### src/rtl/rv_ctrl_pkg.sv
// Shared definitions for the RV32I multi-cycle control unit: opcodes, ALU codes,
// FSM states, datapath select codes, trap causes and the registered decode fields.
package rv_ctrl_pkg;

  // RV32I major opcodes
  localparam logic [6:0] OP_LUI    = 7'b0110111;
  localparam logic [6:0] OP_AUIPC  = 7'b0010111;
  localparam logic [6:0] OP_JAL    = 7'b1101111;
  localparam logic [6:0] OP_JALR   = 7'b1100111;
  localparam logic [6:0] OP_BRANCH = 7'b1100011;
  localparam logic [6:0] OP_LOAD   = 7'b0000011;
  localparam logic [6:0] OP_STORE  = 7'b0100011;
  localparam logic [6:0] OP_IMM    = 7'b0010011;
  localparam logic [6:0] OP_REG    = 7'b0110011;

  // ALU operation codes
  localparam logic [3:0] ALU_ADD  = 4'd0;
  localparam logic [3:0] ALU_SUB  = 4'd1;
  localparam logic [3:0] ALU_OR   = 4'd2;
  localparam logic [3:0] ALU_AND  = 4'd3;
  localparam logic [3:0] ALU_XOR  = 4'd4;
  localparam logic [3:0] ALU_SLT  = 4'd5;
  localparam logic [3:0] ALU_SLL  = 4'd6;
  localparam logic [3:0] ALU_SRL  = 4'd7;
  localparam logic [3:0] ALU_SRA  = 4'd8;
  localparam logic [3:0] ALU_SLTU = 4'd9;
  localparam logic [3:0] ALU_LUI  = 4'd15;

  // PC source select
  localparam logic [1:0] PC_SEL_PC4  = 2'd0;
  localparam logic [1:0] PC_SEL_ALU  = 2'd1;
  localparam logic [1:0] PC_SEL_TRAP = 2'd2;

  // Writeback source select
  localparam logic [1:0] WB_MEM = 2'd0;
  localparam logic [1:0] WB_ALU = 2'd1;
  localparam logic [1:0] WB_PC4 = 2'd2;

  // Immediate formats
  localparam logic [2:0] IMM_I = 3'd0;
  localparam logic [2:0] IMM_S = 3'd1;
  localparam logic [2:0] IMM_B = 3'd2;
  localparam logic [2:0] IMM_U = 3'd3;
  localparam logic [2:0] IMM_J = 3'd4;

  // Memory access sizes
  localparam logic [1:0] SIZE_B = 2'd0;
  localparam logic [1:0] SIZE_H = 2'd1;
  localparam logic [1:0] SIZE_W = 2'd2;

  // Load data extension
  localparam logic [2:0] LEXT_NONE = 3'd0;
  localparam logic [2:0] LEXT_LW   = 3'd1;
  localparam logic [2:0] LEXT_LB   = 3'd2;
  localparam logic [2:0] LEXT_LH   = 3'd3;
  localparam logic [2:0] LEXT_LBU  = 3'd4;
  localparam logic [2:0] LEXT_LHU  = 3'd5;

  // Trap causes
  localparam logic [1:0] CAUSE_NONE    = 2'd0;
  localparam logic [1:0] CAUSE_ILLEGAL = 2'd1;
  localparam logic [1:0] CAUSE_BUS     = 2'd2;

  typedef enum logic [2:0] {
    S_RESET  = 3'd0,
    S_FETCH  = 3'd1,
    S_DECODE = 3'd2,
    S_EXEC   = 3'd3,
    S_MEM    = 3'd4,
    S_WB     = 3'd5,
    S_TRAP   = 3'd6
  } state_e;

  typedef enum logic [2:0] {
    CLS_ALU    = 3'd0,
    CLS_JUMP   = 3'd1,
    CLS_BRANCH = 3'd2,
    CLS_LOAD   = 3'd3,
    CLS_STORE  = 3'd4
  } cls_e;

  // Fields captured in DECODE and replayed in EXEC/MEM/WB
  typedef struct packed {
    cls_e       cls;
    logic [2:0] funct3;
    logic [3:0] alu_control;
    logic [2:0] imm_type;
    logic       a_sel;
    logic       b_sel;
    logic [1:0] wb_sel;
    logic [1:0] mem_size;
    logic [2:0] load_ext;
    logic       br_un;
  } decode_t;

  // Map funct3 (plus the alternate bit) onto an ALU code
  function automatic logic [3:0] alu_from_f3(input logic [2:0] f3, input logic alt);
    case (f3)
      3'b000:  return alt ? ALU_SUB : ALU_ADD;
      3'b001:  return ALU_SLL;
      3'b010:  return ALU_SLT;
      3'b011:  return ALU_SLTU;
      3'b100:  return ALU_XOR;
      3'b101:  return alt ? ALU_SRA : ALU_SRL;
      3'b110:  return ALU_OR;
      default: return ALU_AND;
    endcase
  endfunction

  // Branch outcome from funct3 and the comparator flags
  function automatic logic branch_taken(input logic [2:0] f3, input logic eq, input logic lt);
    case (f3)
      3'b000:         return eq;
      3'b001:         return !eq;
      3'b100, 3'b110: return lt;
      3'b101, 3'b111: return !lt;
      default:        return 1'b0;
    endcase
  endfunction

endpackage

### src/rtl/rv_decode.sv
// Combinational RV32I decoder: turns an instruction word into the decode field
// struct consumed by the control FSM, and flags encodings the core cannot run.
module rv_decode
  import rv_ctrl_pkg::*;
(
  input  logic [31:0] instr,
  output decode_t     dec,
  output logic        illegal
);

  logic [6:0] opcode;
  logic [2:0] funct3;
  logic [6:0] funct7;
  logic       unused_instr;

  assign opcode = instr[6:0];
  assign funct3 = instr[14:12];
  assign funct7 = instr[31:25];

  // Register and immediate fields belong to the datapath, not the control unit
  assign unused_instr = ^{instr[24:15], instr[11:7]};

  // Field decode per opcode class
  always_comb begin
    // NOTE: every output gets a default before the case so no path leaves a
    // value unassigned; otherwise synthesis infers a latch to hold it.
    dec             = '0;
    dec.cls         = CLS_ALU;
    dec.funct3      = funct3;
    dec.alu_control = ALU_ADD;
    illegal         = 1'b0;

    case (opcode)
      OP_REG: begin
        dec.wb_sel = WB_ALU;
        if (funct7 == 7'b0000000) begin
          dec.alu_control = alu_from_f3(funct3, 1'b0);
        end else if (funct7 == 7'b0100000 && (funct3 == 3'b000 || funct3 == 3'b101)) begin
          dec.alu_control = alu_from_f3(funct3, 1'b1);
        end else begin
          illegal = 1'b1;
        end
      end
      OP_IMM: begin
        dec.b_sel       = 1'b1;
        dec.imm_type    = IMM_I;
        dec.wb_sel      = WB_ALU;
        dec.alu_control = alu_from_f3(funct3, funct3 == 3'b101 && instr[30]);
      end
      OP_LUI: begin
        dec.alu_control = ALU_LUI;
        dec.b_sel       = 1'b1;
        dec.imm_type    = IMM_U;
        dec.wb_sel      = WB_ALU;
      end
      OP_AUIPC: begin
        dec.a_sel    = 1'b1;
        dec.b_sel    = 1'b1;
        dec.imm_type = IMM_U;
        dec.wb_sel   = WB_ALU;
      end
      OP_JAL: begin
        dec.cls      = CLS_JUMP;
        dec.a_sel    = 1'b1;
        dec.b_sel    = 1'b1;
        dec.imm_type = IMM_J;
        dec.wb_sel   = WB_PC4;
      end
      OP_JALR: begin
        dec.cls      = CLS_JUMP;
        dec.b_sel    = 1'b1;
        dec.imm_type = IMM_I;
        dec.wb_sel   = WB_PC4;
      end
      OP_BRANCH: begin
        dec.cls      = CLS_BRANCH;
        dec.a_sel    = 1'b1;
        dec.b_sel    = 1'b1;
        dec.imm_type = IMM_B;
        dec.br_un    = funct3[1];
        illegal      = (funct3[2:1] == 2'b01);
      end
      OP_LOAD: begin
        dec.cls      = CLS_LOAD;
        dec.b_sel    = 1'b1;
        dec.imm_type = IMM_I;
        dec.wb_sel   = WB_MEM;
        case (funct3)
          3'b000:  begin dec.mem_size = SIZE_B; dec.load_ext = LEXT_LB;  end
          3'b001:  begin dec.mem_size = SIZE_H; dec.load_ext = LEXT_LH;  end
          3'b010:  begin dec.mem_size = SIZE_W; dec.load_ext = LEXT_LW;  end
          3'b100:  begin dec.mem_size = SIZE_B; dec.load_ext = LEXT_LBU; end
          3'b101:  begin dec.mem_size = SIZE_H; dec.load_ext = LEXT_LHU; end
          default: illegal = 1'b1;
        endcase
      end
      OP_STORE: begin
        dec.cls      = CLS_STORE;
        dec.b_sel    = 1'b1;
        dec.imm_type = IMM_S;
        dec.mem_size = funct3[1:0];
        illegal      = (funct3 > 3'd2);
      end
      default: illegal = 1'b1;
    endcase
  end

endmodule

### src/rtl/rv_mc_controller.sv
// Multi-cycle RV32I control unit. Sequences FETCH/DECODE/EXEC/MEM/WB, waits on
// the shared memory handshake with a bounded timeout, and traps on illegal
// instructions or bus timeouts. Each instruction writes the PC exactly once.
module rv_mc_controller
  import rv_ctrl_pkg::*;
#(
  parameter int MEM_TIMEOUT = 16,
  parameter bit TRAP_EN     = 1'b1
) (
  input  logic        clk,
  input  logic        rst_n,
  input  logic [31:0] instr,
  input  logic        eq,
  input  logic        lt,
  input  logic        mem_ready,
  output logic        ir_we,
  output logic        pc_we,
  output logic [1:0]  pc_sel,
  output logic        br_un,
  output logic        mem_req,
  output logic        mem_we,
  output logic [1:0]  mem_size,
  output logic [2:0]  load_ext,
  output logic        iord,
  output logic [3:0]  alu_control,
  output logic [2:0]  imm_type,
  output logic        a_sel,
  output logic        b_sel,
  output logic [1:0]  wb_sel,
  output logic        reg_we,
  output logic        trap,
  output logic [1:0]  trap_cause,
  output logic [2:0]  state
);

  // Counter value in the last tolerated wait cycle
  localparam logic [7:0] TIMEOUT_LAST = 8'(MEM_TIMEOUT - 1);

  state_e     state_q, state_d;
  decode_t    dec, dec_q;
  logic       illegal;
  logic [1:0] cause_q, cause_d;
  logic [7:0] wait_cnt;
  logic       timeout;

  rv_decode u_decode (
    .instr   (instr),
    .dec     (dec),
    .illegal (illegal)
  );

  // A ready in the final wait cycle completes the access instead of trapping
  assign timeout    = TRAP_EN && !mem_ready && (wait_cnt == TIMEOUT_LAST);
  assign state      = state_q;
  assign trap_cause = cause_q;

  // State, decode capture, trap cause and wait counter registers
  always_ff @(posedge clk or negedge rst_n) begin
    if (!rst_n) begin
      state_q  <= S_RESET;
      dec_q    <= '0;
      cause_q  <= CAUSE_NONE;
      wait_cnt <= '0;
    end else begin
      // NOTE: non-blocking assignments so every register samples pre-edge
      // values; blocking ones would make results depend on statement order.
      state_q <= state_d;
      cause_q <= cause_d;
      if (state_q == S_DECODE) dec_q <= dec;
      if (state_d != state_q) begin
        wait_cnt <= '0;
      end else if ((state_q == S_FETCH || state_q == S_MEM) && !mem_ready &&
                   wait_cnt != 8'hFF) begin
        wait_cnt <= wait_cnt + 8'd1;
      end
    end
  end

  // Next-state and Moore/handshake outputs
  always_comb begin
    state_d     = state_q;
    cause_d     = cause_q;
    ir_we       = 1'b0;
    pc_we       = 1'b0;
    pc_sel      = PC_SEL_PC4;
    br_un       = 1'b0;
    mem_req     = 1'b0;
    mem_we      = 1'b0;
    mem_size    = SIZE_B;
    load_ext    = LEXT_NONE;
    iord        = 1'b0;
    alu_control = ALU_ADD;
    imm_type    = IMM_I;
    a_sel       = 1'b0;
    b_sel       = 1'b0;
    wb_sel      = WB_MEM;
    reg_we      = 1'b0;
    trap        = 1'b0;

    // Registered ALU controls are replayed in every post-decode state
    if (state_q == S_EXEC || state_q == S_MEM || state_q == S_WB) begin
      alu_control = dec_q.alu_control;
      imm_type    = dec_q.imm_type;
      a_sel       = dec_q.a_sel;
      b_sel       = dec_q.b_sel;
    end

    case (state_q)
      S_RESET: state_d = S_FETCH;
      S_FETCH: begin
        mem_req  = 1'b1;
        mem_size = SIZE_W;
        if (mem_ready) begin
          ir_we   = 1'b1;
          state_d = S_DECODE;
        end else if (timeout) begin
          state_d = S_TRAP;
          cause_d = CAUSE_BUS;
        end
      end
      S_DECODE: begin
        if (!illegal) begin
          state_d = S_EXEC;
        end else if (TRAP_EN) begin
          state_d = S_TRAP;
          cause_d = CAUSE_ILLEGAL;
        end else begin
          // Illegal encodings retire as a NOP
          pc_we   = 1'b1;
          pc_sel  = PC_SEL_PC4;
          state_d = S_FETCH;
        end
      end
      S_EXEC: begin
        case (dec_q.cls)
          CLS_BRANCH: begin
            br_un   = dec_q.br_un;
            pc_we   = 1'b1;
            pc_sel  = branch_taken(dec_q.funct3, eq, lt) ? PC_SEL_ALU : PC_SEL_PC4;
            state_d = S_FETCH;
          end
          CLS_LOAD, CLS_STORE: state_d = S_MEM;
          default:             state_d = S_WB;
        endcase
      end
      S_MEM: begin
        mem_req  = 1'b1;
        iord     = 1'b1;
        mem_we   = (dec_q.cls == CLS_STORE);
        mem_size = dec_q.mem_size;
        load_ext = dec_q.load_ext;
        if (mem_ready) begin
          if (dec_q.cls == CLS_STORE) begin
            pc_we   = 1'b1;
            pc_sel  = PC_SEL_PC4;
            state_d = S_FETCH;
          end else begin
            state_d = S_WB;
          end
        end else if (timeout) begin
          state_d = S_TRAP;
          cause_d = CAUSE_BUS;
        end
      end
      S_WB: begin
        reg_we   = 1'b1;
        pc_we    = 1'b1;
        wb_sel   = dec_q.wb_sel;
        mem_size = dec_q.mem_size;
        load_ext = dec_q.load_ext;
        pc_sel   = (dec_q.cls == CLS_JUMP) ? PC_SEL_ALU : PC_SEL_PC4;
        state_d  = S_FETCH;
      end
      S_TRAP: begin
        trap    = 1'b1;
        pc_we   = 1'b1;
        pc_sel  = PC_SEL_TRAP;
        state_d = S_FETCH;
      end
      default: state_d = S_RESET;
    endcase
  end

endmodule
### config.mk
export PLATFORM = sky130hd
export DESIGN_NAME = rv_mc_controller
export DESIGN_NICKNAME = d
export VERILOG_FILES = /design/src/rtl/rv_ctrl_pkg.sv /design/src/rtl/rv_decode.sv /design/src/rtl/rv_mc_controller.sv
export SDC_FILE = /design/constraint.sdc
export NUM_CORES = 1
export LEC_CHECK = 0
export CORE_MARGIN = 8
export CORE_UTILIZATION = 45
export DETAILED_ROUTE_END_ITERATION = 8
export MAX_ROUTING_LAYER = met4
export PLACE_DENSITY = 0.84
export SLEW_MARGIN = 20
export SYNTH_ARGS = -nofsm -noshare
export SYNTH_HDL_FRONTEND = slang
export SYNTH_HIERARCHICAL = 1
export SYNTH_SLANG_ARGS = --single-unit
### constraint.sdc
create_clock -name clk -period 2.5 [get_ports clk]
set_input_delay 0.5 -clock clk [delete_from_list [all_inputs] [get_ports clk]]
set_output_delay 0.5 -clock clk [all_outputs]
set_load 0.1 [all_outputs]
### After elaboration in Yosys (flattened, before gate mapping)

Cells that the tools add are included.

| word-level totals | value |
|---|---|
| word-level logic and storage cells | 147 |
| register bits | 36 |
| RAM bits | 0 |
| input port bits | 37 |
| memories | 0 |
| ROM bits | 0 |
| output and inout port bits | 31 |
| bits in latches | 0 |

| cells by class | value |
|---|---|
| equal/unequal tests | 38 |
| multiplexer cells | 61 |
| bitwise logic cells | 0 |
| add/subtract/negate cells | 1 |
| reduce and logical (&&, ||, !) cells | 33 |
| multiply operators | 0 |
| magnitude comparators | 1 |
| shifts and indexed selects | 0 |
| divide/modulo/power cells | 0 |

Operator list:

| operator | count |
|---|---|
| one-hot mux 4 bit (7 select lines) | 3 |
| == test 3 bit, second input constant | 11 |
| == test 7 x 6 -> 1 bit, second input constant | 4 |
| 2-to-1 mux 1 bit | 26 |
| one-hot mux 5 bit (5 select lines) | 1 |
| 2-to-1 mux 3 bit | 8 |
| one-hot mux 3 bit (4 select lines) | 2 |
| == test 7 bit, second input constant | 3 |
| == test 3 x 2 -> 1 bit, second input constant | 6 |
| 2-to-1 mux 4 bit | 4 |
| 2-to-1 mux 8 bit | 2 |
| one-hot mux 2 bit (2 select lines) | 4 |
| OR reduction 2 bit | 8 |
| one-hot mux 3 bit (5 select lines) | 1 |
| == test 7 x 5 -> 1 bit, second input constant | 2 |
| == test 3 x 1 -> 1 bit, second input constant | 4 |
| one-hot mux 4 bit (3 select lines) | 1 |
| OR reduction 5 bit | 2 |
| zero test 3 bit | 3 |
| adder 8 x 1 -> 8 bit, second input constant | 1 |
| == test 8 x 4 -> 1 bit, second input constant | 1 |
| 2-to-1 mux 2 bit | 4 |
| inequality test 8 bit, second input constant | 1 |
| OR reduction 8 bit | 1 |
| other kinds (19) | 31 |

### Longest topological paths before layout

Gate-level depths: netlist of run 1.

| logic depth | value |
|---|---|
| depth after elaboration | 10 |
| gate-level depth with buffers | 11 |
| mapped depth without buffers | 10 |

### Hierarchy

Netlist of run 1, hierarchy kept.

Modules (own cells, without submodules):

| module | area each (µm²) | times used | cells an instance |
|---|---|---|---|
| rv_mc_controller | 1938.1 | 1 | 184 |
| rv_decode | 638.1 | 1 | 98 |

### Worst setup path before layout of run 1

No wires, ideal clock.

| timing path | value |
|---|---|
| path type | reg2out |
| from | register state_q[0], in the netlist state[0] |
| to | output port pc_sel[1] |
| buffers on the path | 2 |
| cell stages (with the launch flop) | 5 |
| slack | -1.190 ns |
| data arrival time | 3.190 ns |
| path through | dfrtp_1 > buf_6 > or2b_2 > nor2_1 > buf_4 |

| between the ends | value |
|---|---|
| cells in the longest elaborated chain, start to end | 2 |
| elaborated cells on any way between the ends | 4 |

RTL lines:

| what | RTL line | RTL |
|---|---|---|
| start, declared | rv_mc_controller.sv:39 | `state_e state_q, state_d;` |
| start signal, assigned | rv_mc_controller.sv:67 | `state_q <= state_d;` |
| == test 3 bit or == test 3 x 2 -> 1 bit (tied branches) | rv_mc_controller.sv:108 | `case (state_q)` |
| one-hot mux 2 bit (3 select lines) * | rv_mc_controller.sv:108 |  |
| end, declared | rv_mc_controller.sv:18 | `output logic [1:0] pc_sel,` |

Mark *: on every way between the ends. The rest lies on a longest branch, timed or not.

### Final worst setup path of run 1

| timing path | value |
|---|---|
| from | input port mem_ready |
| to | output port pc_we |

| between the ends | value |
|---|---|
| cells in the longest elaborated chain, start to end | 2 |

RTL lines:

| what | RTL line | RTL |
|---|---|---|
| start, declared | rv_mc_controller.sv:15 | `input logic mem_ready,` |
| 2-to-1 mux 1 bit | rv_mc_controller.sv:152 | `if (mem_ready) begin` |
| one-hot mux 1 bit (3 select lines) | rv_mc_controller.sv:108 |  |
| end, declared | rv_mc_controller.sv:17 | `output logic pc_we,` |

No other way between the ends.

==> results of run 1 <==
-- cells in the final DEF, fill, tap and decap left out, types with 6 or more instances in the layout --
| master | instances |
|---|---|
| and2_1 | 7 |
| clkdlybuf4s50_1 | 7 |
| nand2b_1 | 7 |
| nor3_1 | 9 |
| buf_12 | 26 |
| nor3_2 | 6 |
| o21ai_0 | 12 |
| a21oi_1 | 12 |
| dlygate4sd2_1 | 8 |
| nand2_1 | 22 |
| buf_4 | 44 |
| nor2_1 | 22 |
| and2_2 | 11 |
| dfrtp_1 | 33 |
| nand3_1 | 7 |
| mux2_2 | 22 |
-- metal layers --
layer,global-route usage [%],up-vias
met2,31.0,97
met3,4.16,21
met1,21.9,1202
met5,-,-
li1,-,1176
met4,9.41,0
-- kinds of logic (layout without fill, tap and decap cells) --
kind of cell	count (synthesis)	count (layout)	synth area share [%]
AO/OA/AOI/OAI	52	52	13.7
XOR/XNOR	8	8	3.01
adder cells (fa/ha/maj)	1	1	0.486
buffers and inverters	26	111	5.83
flip-flops	36	36	35.0
multiplexers	26	26	11.2
AND/OR/NAND/NOR	133	133	30.8
-- cell usage after synthesis (all sizes together) (3+ instances only) --
| master | number | share of area (%) |
|---|---|---|
| a32o | 3 | 1.2 |
| a21oi | 13 | 2.5 |
| nor2b | 6 | 1.5 |
| mux2i | 4 | 1.6 |
| and2 | 18 | 4.4 |
| or3 | 4 | 1.2 |
| nor2 | 27 | 4.0 |
| nor4 | 7 | 3.4 |
| nand3 | 7 | 1.4 |
| nor3 | 17 | 4.1 |
| inv | 7 | 1.0 |
| o22ai | 3 | 0.97 |
| nand2b | 7 | 1.7 |
| xnor2 | 5 | 1.7 |
| buf | 15 | 4.2 |
| clkbuf | 4 | 0.58 |
| dfrtp | 36 | 35 |
| nand3b | 3 | 0.87 |
| o21ai | 15 | 3.1 |
| o211ai | 4 | 1.4 |
| nand2 | 22 | 3.2 |
| xor2 | 3 | 1.3 |
| and3 | 3 | 0.73 |
| mux2 | 22 | 9.6 |
-- sequential cells by signal, summed over array words and instances, names as in the netlist --
| register | count |
|---|---|
| state | 3 |
| wait_cnt | 8 |
| dec_q | 23 |
| trap_cause | 2 |
-- through the flow --
step                      setup WS [ps]  std cells  hold slack [ps]
after floorplan                    9.47        282              204
after global placement             -496        422              482
after detailed placement           -607        422              490
after CTS                          3.26        437              505
after global routing              -11.2        439              524
final                              74.6        439              506
-- where the power goes --
group / internal, uW / switching (uW)
combinational: 727 / 1300
clock: 196 / 213
sequential: 682 / 121
-- final cells by class --
| cell class | instances | area (um2) |
|---|---|---|
| clock buffers | 7 | 76.3 |
| clock inverters | 1 | 5.00 |
| fillers | 378 | 1600 |
| inverters | 7 | 26.3 |
| multi-input cells | 220 | 1670 |
| flip-flops and latches | 36 | 907 |
| well taps | 72 | 90.1 |
| repair buffers | 96 | 1130 |
-- path summary, 6_finish.rpt --
kind,startpoint,endpoint,slack (ps),cells past startpoint
max in group asynchronous,rst_n,dec_q[6],1460,3
hold reg to reg,dec_q[1],dec_q[1],510,1
setup / recovery,mem_ready,pc_we,70,5
hold / removal,dec_q[1],dec_q[1],510,1
setup reg to reg,state[2],wait_cnt[3],470,7
min in group asynchronous,rst_n,dec_q[15],570,2
-- worst max-delay path, stage by stage --
cell and delay (ps):
clkdlybuf4s50_1 470, and2_1 170, or3_1 330, a31o_2 280
buf_12 170
-- repair_timing --
item | CTS | global route
setup endpoints to repair | 8 | 17
cloned | 1 | 0
pin swaps | 9 | 14
resized for setup | 28 | 18
setup buffers | 6 | 2
==> load_flow_metrics.sql, run 1 <==
INSERT INTO impl_metrics (metric_group, metric, value, unit) VALUES
('run_status', 'result_of_the_run', 'complete, no violations', ''),
('layout', 'antennaDiodeCount', '0', ''),
('floorplan', 'ios', '68', ''),
('clock_tree', 'cts.hold.buffers_added', '0', ''),
('synthesis', 'synth_seq_area_share', '35.0', '%'),
('sta', 'finalSetupViolCount', '0', ''),
('clock_tree', 'cts_tree', 'built', ''),
('sta', 'fmaxAchievable', '0.412', 'GHz'),
('global_route', 'grt_antenna_before_repair', '0', ''),
('synthesis', 'ys_warn_count', '6', ''),
('placed_design', 'cell_area_after_placement', '3620', 'um2'),
('sta', 'setup_total_negative_slack', '0', 'ps'),
('layout', 'drive_above_1_share', '43.3', '%'),
('route', 'vias_per_cell', '5.69', ''),
('clock_tree', 'worstSkewPairLatency', '300', 'ps'),
('clock_tree', 'cts_inserted_buffers', '5', ''),
('floorplan', 'core_rows', '27', ''),
('global_route', 'grt_max_degree', '30', ''),
('floorplan', 'floorplan.die_area', '8400', 'um2'),
('clock_tree', 'max-clock-path-buffers', '2', ''),
('job', 'max_cap_violations', '0', ''),
('sta', 'period_needed', '2430', 'ps'),
('route', 'drc', '0', ''),
('floorplan', 'placeableCoreArea', '5510', 'um2'),
('clock_tree', 'clkSinkCount', '36', ''),
('route', 'drt-initial-drc-count', '255', ''),
('synthesis', 'syn-mean-instance-area', '9.14', 'um2'),
('placed_design', 'dp.final_hpwl', '5580', 'um'),
('layout', 'final_core_util', '71.0', '%'),
('clock_tree', 'cts.htree.levels', '2', ''),
('sta', 'timing.final.hold_violations', '0', ''),
('synthesis', 'postSynthCellCount', '282', ''),
('placed_design', 'io_buffers', '52', ''),
('layout', 'layout.cell_area.non_filler', '3910', 'um2'),
('route', 'wl_met1', '3050', 'um'),
('clock_tree', 'cts.root.buffer_cell', 'clkbuf_8', ''),
('route', 'postRouteAntennaNets', '0', ''),
('synthesis', 'synth_flop_cell', 'dfrtp_1', ''),
('synthesis', 'async_flop_share', '100', '%'),
('clock_tree', 'worst_setup_hold_path_clk_slew', '60', 'ps'),
('floorplan', 'initial_core_util', '46.8', '%'),
('global_route', 'gr-usage-all-layers', '19.1', '%'),
('synthesis', 'synth_area', '2580', 'um2'),
('synthesis', 'synthDistinctLibCells', '57', ''),
('worst_setup_path', 'timing.critical_path.from_type', 'input pin', ''),
('layout', 'design.final.nets', '404', ''),
('route', 'detailroute.via_count', '2496', ''),
('synthesis', 'synth_seq_cells', '36', ''),
('route', 'met3_wirelength', '426', 'um'),
('sta', 'final_critical_path_share_of_the_clock_period', '97.0', '%'),
('placed_design', 'gpl.final_weighted_congestion', '0.882', ''),
('floorplan', 'floorplan.die.width', '91.7', 'um'),
('route', 'drtPass1Iterations', '5', ''),
('layout', 'areaGrowthSynthToFinish', '51.8', '%'),
('pwr', 'p_leak', '0.00172', 'uW'),
('global_route', 'grt_overflow', '0', ''),
('sta', 'finalClockSkew', '13.6', 'ps'),
('synthesis', 'syn_nets', '320', ''),
('global_route', 'number_of_global_route_vias_before_repair', '2585', ''),
('worst_setup_path', 'crit_fanout', '4', ''),
('pwr', 'irDropWorstVdd', '0.846', 'mV'),
('sta', 'slew_headroom', '68.6', '%'),
('floorplan', 'die_h', '91.7', 'um'),
('worst_setup_path', 'critPathKind', 'in2out', ''),
('route', 'route.final.wire_length', '7690', 'um'),
('worst_setup_path', 'kind_of_capture_point_of_the_worst_setup_path', 'output port', ''),
('route', 'top_layer_used', 'met4', ''),
('sta', 'maxSlewViolCount', '0', ''),
('synthesis', 'number_of_enable_flip_flop_cells_after_synthesis', '0', ''),
('route', 'routed-wl-met2', '3980', 'um'),
('sta', 'tightestPinTransition', '468', 'ps'),
('pwr', 'fin_total_pwr', '3240', 'uW'),
('worst_setup_path', 'required', '2000', 'ps'),
('route', 'detail_route.wl_per_cell', '17.5', 'um'),
('pwr', 'ratio_of_total_power_to_cell_area', '829', 'nW/um2'),
('worst_hold_path', 'min_path_type', 'reg2reg', ''),
('global_route', 'grt_pass1_wl', '12700', 'um'),
('worst_setup_path', 'arrival_time_of_the_worst_setup_path', '1930', 'ps');
No activity file was read; power rests on OpenSTA's default activity.
==> inputs of run 2 (changes only) <==
SETUP_SLACK_MARGIN = 0.1   (was not set)
clock period = 2.25 ns   (was 2.5 ns; I/O delays follow)
==> run 2 against run 1 <==
Effect of this change: the flow now finishes with violations (negative setup slack); clock power up 99%; sequential power up 15%; design area up 13%; clock skew up 0.80 ps; via count up 18%; final cell count up 8.0%; utilization up 9.6 points; worst hold slack better by 9.8 ps; first-iteration DRC count up 23%; critical path type is now reg2out; largest power group unchanged.
==> load_flow_metrics.sql, run 2 (synthesized netlist as in run 1, its figures left out) <==
INSERT INTO impl_metrics (metric_group, metric, value, unit) VALUES
('sta', 'final_critical_path_share_of_the_clock_period', '102', '%'),
('floorplan', 'core_rows', '27', ''),
('global_route', 'grt_pass1_wl', '15100', 'um'),
('placed_design', 'gpl.final_weighted_congestion', '0.909', ''),
('clock_tree', 'worstSkewPairLatency', '300', 'ps'),
('clock_tree', 'cts.hold.buffers_added', '0', ''),
('clock_tree', 'cts.root.buffer_cell', 'clkbuf_8', ''),
('worst_setup_path', 'arrival_time_of_the_worst_setup_path', '1840', 'ps'),
('layout', 'areaGrowthSynthToFinish', '72.3', '%'),
('sta', 'maxSlewViolCount', '0', ''),
('worst_setup_path', 'critical_path.n_buffers_inverters', '2', ''),
('worst_setup_path', 'timing.critical_path.from_type', 'flop', ''),
('route', 'detailroute.via_count', '2953', ''),
('layout', 'fillers', '261', ''),
('worst_setup_path', 'critPathMaxStageDelay', '520', 'ps'),
('sta', 'timing.final.hold_violations', '0', ''),
('run_status', 'violations', 'negative setup slack', ''),
('worst_setup_path', 'rr_worst_depth', '7', ''),
('pwr', 'power_switching_share', '48.5', '%'),
('worst_setup_path', 'crit_slowest_cell', 'dfrtp_4', ''),
('global_route', 'grt_overflow', '0', ''),
('global_route', 'gr-usage-all-layers', '22.7', '%'),
('route', 'drtPass1Iterations', '6', ''),
('layout', 'largest_register_ff_count', '23', ''),
('placed_design', 'io_buffers', '52', ''),
('sta', 'period_needed', '2290', 'ps'),
('sta', 'worst_hold_check_slack', '515', 'ps'),
('floorplan', 'placeableCoreArea', '5510', 'um2'),
('floorplan', 'die_h', '91.7', 'um'),
('floorplan', 'initial_core_util', '46.8', '%'),
('layout', 'design.final.nets', '439', ''),
('worst_setup_path', 'gate_family_responsible_for_the_most_delay_along_the_worst_path', 'flip-flops', ''),
('route', 'drc', '0', ''),
('layout', 'biggest_register', 'dec_q', ''),
('worst_setup_path', 'path_depth', '5', ''),
('pwr', 'ratio_of_total_power_to_cell_area', '1030', 'nW/um2'),
('floorplan', 'ios', '68', ''),
('sta', 'finalSetupViolCount', '3', ''),
('clock_tree', 'cts_tree', 'built', ''),
('route', 'vias_per_cell', '6.23', ''),
('pwr', 'pwr-share-comb', '61.8', '%'),
('global_route', 'number_of_global_route_vias_before_repair', '2995', ''),
('worst_setup_path', 'critPathKind', 'reg2out', ''),
('layout', 'most-common-layout-cells', 'buf_4 (75), dfrtp_1 (33), buf_12 (26), mux2_2 (21), nand2_1 (20)', ''),
('route', 'detail_route.wl_per_cell', '22.9', 'um'),
('sta', 'finalClockSkew', '14.4', 'ps'),
('pwr', 'power.switching', '2200', 'uW'),
('worst_setup_path', 'crit_fanout', '6', ''),
('clock_tree', 'cts.htree.levels', '2', ''),
('placed_design', 'dp.final_hpwl', '5840', 'um'),
('layout', 'antennaDiodeCount', '0', ''),
('global_route', 'grt_antenna_before_repair', '0', ''),
('global_route', 'grt_max_degree', '27', ''),
('clock_tree', 'cts_inserted_buffers', '5', ''),
('floorplan', 'floorplan.die.width', '91.7', 'um'),
('run_status', 'result_of_the_run', 'finished, violations left', ''),
('sta', 'slew_headroom', '59.9', '%'),
('route', 'postRouteAntennaNets', '0', ''),
('worst_setup_path', 'required', '1800', 'ps'),
('layout', 'layout.cell_area.non_filler', '4440', 'um2'),
('pwr', 'irDropWorstVdd', '1.07', 'mV'),
('worst_hold_path', 'min_path_type', 'in2async', ''),
('worst_setup_path', 'worst_reg_to_reg_setup_slack', '70', 'ps'),
('pwr', 'p_leak', '0.00198', 'uW'),
('sta', 'timing.final.ws_setup', '-35.2', 'ps'),
('route', 'drt-initial-drc-count', '314', ''),
('worst_setup_path', 'worstPathCellList', 'buf_6 > and2b_4 > and2_4 > a32o_4 > buf_12', ''),
('clock_tree', 'max-clock-path-buffers', '2', ''),
('layout', 'drive_above_1_share', '59.0', '%'),
('pwr', 'cell_internal_power_dissipation', '2340', 'uW'),
('floorplan', 'floorplan.die_area', '8400', 'um2'),
('layout', 'layout.cells.most_common', 'buf_4', ''),
('route', 'route.final.wire_length', '10900', 'um'),
('layout', 'final_core_util', '80.6', '%'),
('placed_design', 'cell_area_after_placement', '3770', 'um2'),
('job', 'max_cap_violations', '0', ''),
('sta', 'tightestPinTransition', '597', 'ps'),
('clock_tree', 'clkSinkCount', '36', ''),
('pwr', 'clock_power_share', '17.9', '%'),
('pwr', 'share_seq_of_total_power', '20.3', '%'),
('worst_setup_path', 'worst_r2r_startpoint', 'state[0]', ''),
('worst_setup_path', 'r2r_end', 'wait_cnt[3]', ''),
('worst_setup_path', 'kind_of_capture_point_of_the_worst_setup_path', 'output port', ''),
('sta', 'grt_setup_unrepaired', 'true', ''),
('clock_tree', 'worst_setup_hold_path_clk_slew', '90', 'ps'),
('sta', 'fmaxAchievable', '0.438', 'GHz');
## run 2: cell count changes in the layout (fill, tap and decap cells not counted), sizes merged
cell,delta
or2,+1
dlymetal6s2s,-2
clkbuf,-3
buf,+46
clkdlybuf4s50,-4
bufbuf,-1
dlygate4sd2,-4
bufinv,+3
clkinv,-1
## run 2: per-layer routing
layer / part of all wire, % / vias up / global-route usage, %
li1: - / 1234 / -
met1: 38 / 1461 / 25.4
met2: 50 / 214 / 39.2
met3: 8.4 / 44 / 3.75
met4: 3.6 / 0 / 9.41
met5: 0 / - / -
## run 2: worst reg2reg max path: stages, from the launching register on
cell and delay (ps):
dfrtp_4 600, nand2b_1 290, nor2_1 210, a21oi_1 90, o31ai_2 370, xor2_2 200, buf_6 200, nor3_1 60
## run 2: worst max-delay path by stage
stage	start	end	slack (ps)
6_report	state[1]	pc_sel[0]	-40
5_1_grt	instr[25]	wait_cnt[2]	-70
4_1_cts	instr[3]	wait_cnt[7]	-0.005
3_5_place_dp	instr[26]	wait_cnt[7]	-660
3_3_place_gp	instr[3]	wait_cnt[7]	-530
2_1_floorplan	state[0]	pc_sel[1]	-80
## run 2: through the flow
| stage | cells | setup slack (ps) | TNS, ps | total power, uW |
|---|---|---|---|---|
| 4_1_cts | 461 | -0.00488 | -0.00488 | 4080 |
| 3_3_place_gp | 433 | -534 | -4090 | 2990 |
| 2_1_floorplan | 282 | -80.5 | -80.5 | 2370 |
| 3_5_place_dp | 433 | -658 | -5720 | 3040 |
| 5_1_grt | 474 | -66.5 | -559 | 4680 |
| 6_report | 474 | -35.2 | -49.4 | 4550 |
## run 2: what timing repair did
action	4_1_cts	5_1_grt
buffers inserted	20	14
cloned	0	1
endpoints found under the hold margin	0	0
pin swaps	16	26
endpoints found under the setup margin	23	32
gates resized for setup	81	48
## run 2: power groups by stage
stage	clock network (uW)	logic [uW]	registers, uW
after CTS	818	2370	891
after floorplan	0	1350	1010
after detailed placement	0	2120	920
after global placement	0	2080	910
final	814	2810	923
after global routing	848	2900	933
## run 2: area by class of cell
cell class                 instances  area [um2]  share of cell area, %
multi-input combinational        221        1910                   43.0
clock buffer                       5        68.8                   1.55
tap                               72        90.1                   2.03
sequential                        36         912                   20.6
timing repair buffer             130        1340                   30.2
inverter                           7        28.8                  0.648
clock inverter                     3        90.1                   2.03
==> inputs of run 3 (changes only) <==
PLACE_DENSITY = 0.72   (was 0.84)
==> run 3 against run 2 <==
Effect of this change: the run still ends with negative setup slack left; total power fell by 3.2%; critical path depth did not move; combinational power rose by 4%; clock skew fell by 4.2 ps; worst hold slack got worse by 5.3 ps; clock-buffer cell count rose by 1; final cell count rose by 1.3%; sequential share of layout area barely moved.
==> load_flow_metrics.sql, run 3 (synthesized netlist as in run 1, its figures left out) <==
INSERT INTO impl_metrics (metric_group, metric, value, unit) VALUES
('global_route', 'grt_max_degree', '25', ''),
('floorplan', 'ios', '68', ''),
('route', 'drt-initial-drc-count', '260', ''),
('floorplan', 'initial_core_util', '46.8', '%'),
('clock_tree', 'clkSinkCount', '36', ''),
('sta', 'maxSlewViolCount', '0', ''),
('clock_tree', 'cts.htree.levels', '2', ''),
('pwr', 'share_seq_of_total_power', '20.4', '%'),
('sta', 'fmaxAchievable', '0.433', 'GHz'),
('global_route', 'grt_overflow', '0', ''),
('worst_setup_path', 'critPathKind', 'reg2out', ''),
('placed_design', 'io_buffers', '52', ''),
('layout', 'layout.cells.most_common', 'buf_4', ''),
('sta', 'tightestPinTransition', '746', 'ps'),
('floorplan', 'floorplan.die_area', '8400', 'um2'),
('worst_setup_path', 'arrival_time_of_the_worst_setup_path', '1860', 'ps'),
('job', 'max_cap_violations', '0', ''),
('run_status', 'violations', 'negative setup slack', ''),
('layout', 'biggest_register', 'dec_q', ''),
('layout', 'areaGrowthSynthToFinish', '72.0', '%'),
('pwr', 'clock_power_share', '13.1', '%'),
('placed_design', 'place_worst_setup_slack', '-650', 'ps'),
('global_route', 'number_of_global_route_vias_before_repair', '2832', ''),
('route', 'postRouteAntennaNets', '0', ''),
('pwr', 'irDropWorstVdd', '0.820', 'mV'),
('worst_setup_path', 'required', '1800', 'ps'),
('worst_setup_path', 'kind_of_capture_point_of_the_worst_setup_path', 'output port', ''),
('floorplan', 'placeableCoreArea', '5510', 'um2'),
('layout', 'drive_above_1_share', '56.9', '%'),
('global_route', 'gr-usage-all-layers', '21.1', '%'),
('clock_tree', 'cts_inserted_buffers', '5', ''),
('layout', 'most-common-layout-cells', 'buf_4 (79), dfrtp_1 (33), buf_12 (27), mux2_2 (22), nand2_1 (21)', ''),
('route', 'drc', '0', ''),
('floorplan', 'die_h', '91.7', 'um'),
('route', 'route.final.wire_length', '9180', 'um'),
('pwr', 'pwr-share-comb', '66.5', '%'),
('route', 'vias_per_cell', '5.84', ''),
('worst_setup_path', 'crit_slowest_cell', 'dfrtp_1', ''),
('run_status', 'result_of_the_run', 'finished, violations left', ''),
('worst_hold_path', 'min_path_type', 'reg2reg', ''),
('floorplan', 'core_rows', '27', ''),
('pwr', 'power.switching', '2150', 'uW'),
('layout', 'antennaDiodeCount', '0', ''),
('global_route', 'grt_antenna_before_repair', '0', ''),
('layout', 'largest_register_ff_count', '23', ''),
('placed_design', 'dp_cells', '439', ''),
('layout', 'layout.cell_area.non_filler', '4430', 'um2'),
('sta', 'slew_headroom', '50.1', '%'),
('sta', 'setup_total_negative_slack', '-279', 'ps'),
('clock_tree', 'max-clock-path-buffers', '2', ''),
('sta', 'finalClockSkew', '10.2', 'ps'),
('clock_tree', 'worstSkewPairLatency', '300', 'ps'),
('route', 'detailroute.via_count', '2804', ''),
('sta', 'timing.final.ws_setup', '-60.1', 'ps'),
('placed_design', 'gpl.final_weighted_congestion', '0.933', ''),
('placed_design', 'dp.final_hpwl', '5520', 'um'),
('sta', 'final_critical_path_share_of_the_clock_period', '103', '%'),
('sta', 'timing.final.hold_violations', '0', ''),
('clock_tree', 'worst_setup_hold_path_clk_slew', '70', 'ps'),
('worst_setup_path', 'timing.critical_path.from_type', 'flop', ''),
('placed_design', 'cell_area_after_placement', '3830', 'um2'),
('global_route', 'grt_pass1_wl', '14100', 'um'),
('layout', 'design.final.nets', '445', ''),
('sta', 'finalSetupViolCount', '11', ''),
('layout', 'instances_no_fill', '480', ''),
('clock_tree', 'cts_tree', 'built', ''),
('sta', 'period_needed', '2310', 'ps'),
('route', 'drtPass1Iterations', '5', ''),
('pwr', 'ratio_of_total_power_to_cell_area', '994', 'nW/um2'),
('floorplan', 'floorplan.die.width', '91.7', 'um'),
('worst_setup_path', 'crit_fanout', '3', ''),
('route', 'detail_route.wl_per_cell', '19.1', 'um'),
('worst_setup_path', 'worstPathCellList', 'inv_1 > or3_4 > nor3_4 > and2_4 > buf_12', ''),
('pwr', 'p_leak', '0.00200', 'uW'),
('sta', 'grt_setup_unrepaired', 'true', ''),
('pwr', 'cell_internal_power_dissipation', '2250', 'uW'),
('clock_tree', 'cts.root.buffer_cell', 'clkbuf_8', ''),
('worst_setup_path', 'critPathMaxStageDelay', '400', 'ps'),
('pwr', 'power_switching_share', '48.8', '%');
==> run 3: final cells by class <==
class	count	area (um2)
multi-input cells	221	1880
well taps	72	90.1
clock buffers	6	72.6
repair buffers	136	1420
clock inverters	2	35.0
inverters	7	26.3
flip-flops and latches	36	912
fillers	293	1080
==> run 3: worst max-delay path: cells and delay by family, from the launching register on <==
family                 cells  cell delay [ps]
buffers and inverters      2              300
flip-flops                 1              400
AND/OR/NAND/NOR            3              870
==> run 3: through the flow <==
stage / hold WS [ps] / power [uW] / util (%)
5_1_grt: 534 / 4550 / 80.5
6_report: 510 / 4400 / 80.5
3_5_place_dp: 489 / 3060 / 69.6
2_1_floorplan: 154 / 2370 / -
4_1_cts: 506 / 4050 / 77.0
3_3_place_gp: 484 / 3030 / 69.6
==> run 3: power by group through the flow <==
stage          registers, uW  logic [uW]  clock network (uW)
6_report                 899        2930                 575
5_1_grt                  910        3040                 600
4_1_cts                  873        2600                 576
3_5_place_dp             909        2150                   0
3_3_place_gp             901        2130                   0
2_1_floorplan           1010        1350                   0
==> run 3: metal layers <==
| layer | up-vias | track usage (%) | wire [um] |
|---|---|---|---|
| met4 | 0 | 7.09 | 310 |
| met3 | 33 | 4.56 | 598 |
| met2 | 139 | 35.4 | 4610 |
| li1 | 1266 | - | - |
| met5 | - | - | 0 |
| met1 | 1366 | 24.5 | 3660 |
==> run 3: worst paths after layout <==
check,startpoint,to,slack [ps],cells after the start
hold / removal,dec_q[8],dec_q[8],510,1
hold reg to reg,dec_q[8],dec_q[8],510,1
min in group asynchronous,rst_n,dec_q[17],590,1
setup reg to reg,dec_q[22],wait_cnt[2],200,9
setup / recovery,dec_q[21],br_un,-60,5
max in group asynchronous,rst_n,dec_q[6],1040,2
==> run 3: repair_timing <==
| item | 4_1_cts | 5_1_grt |
|---|---|---|
| hold endpoints to repair | 0 | 0 |
| pin swaps | 16 | 19 |
| resized for setup | 60 | 44 |
| gates cloned | 1 | 0 |
| hold buffers | 0 | 0 |
| endpoints found under the setup margin | 21 | 37 |
| setup buffers | 21 | 11 |
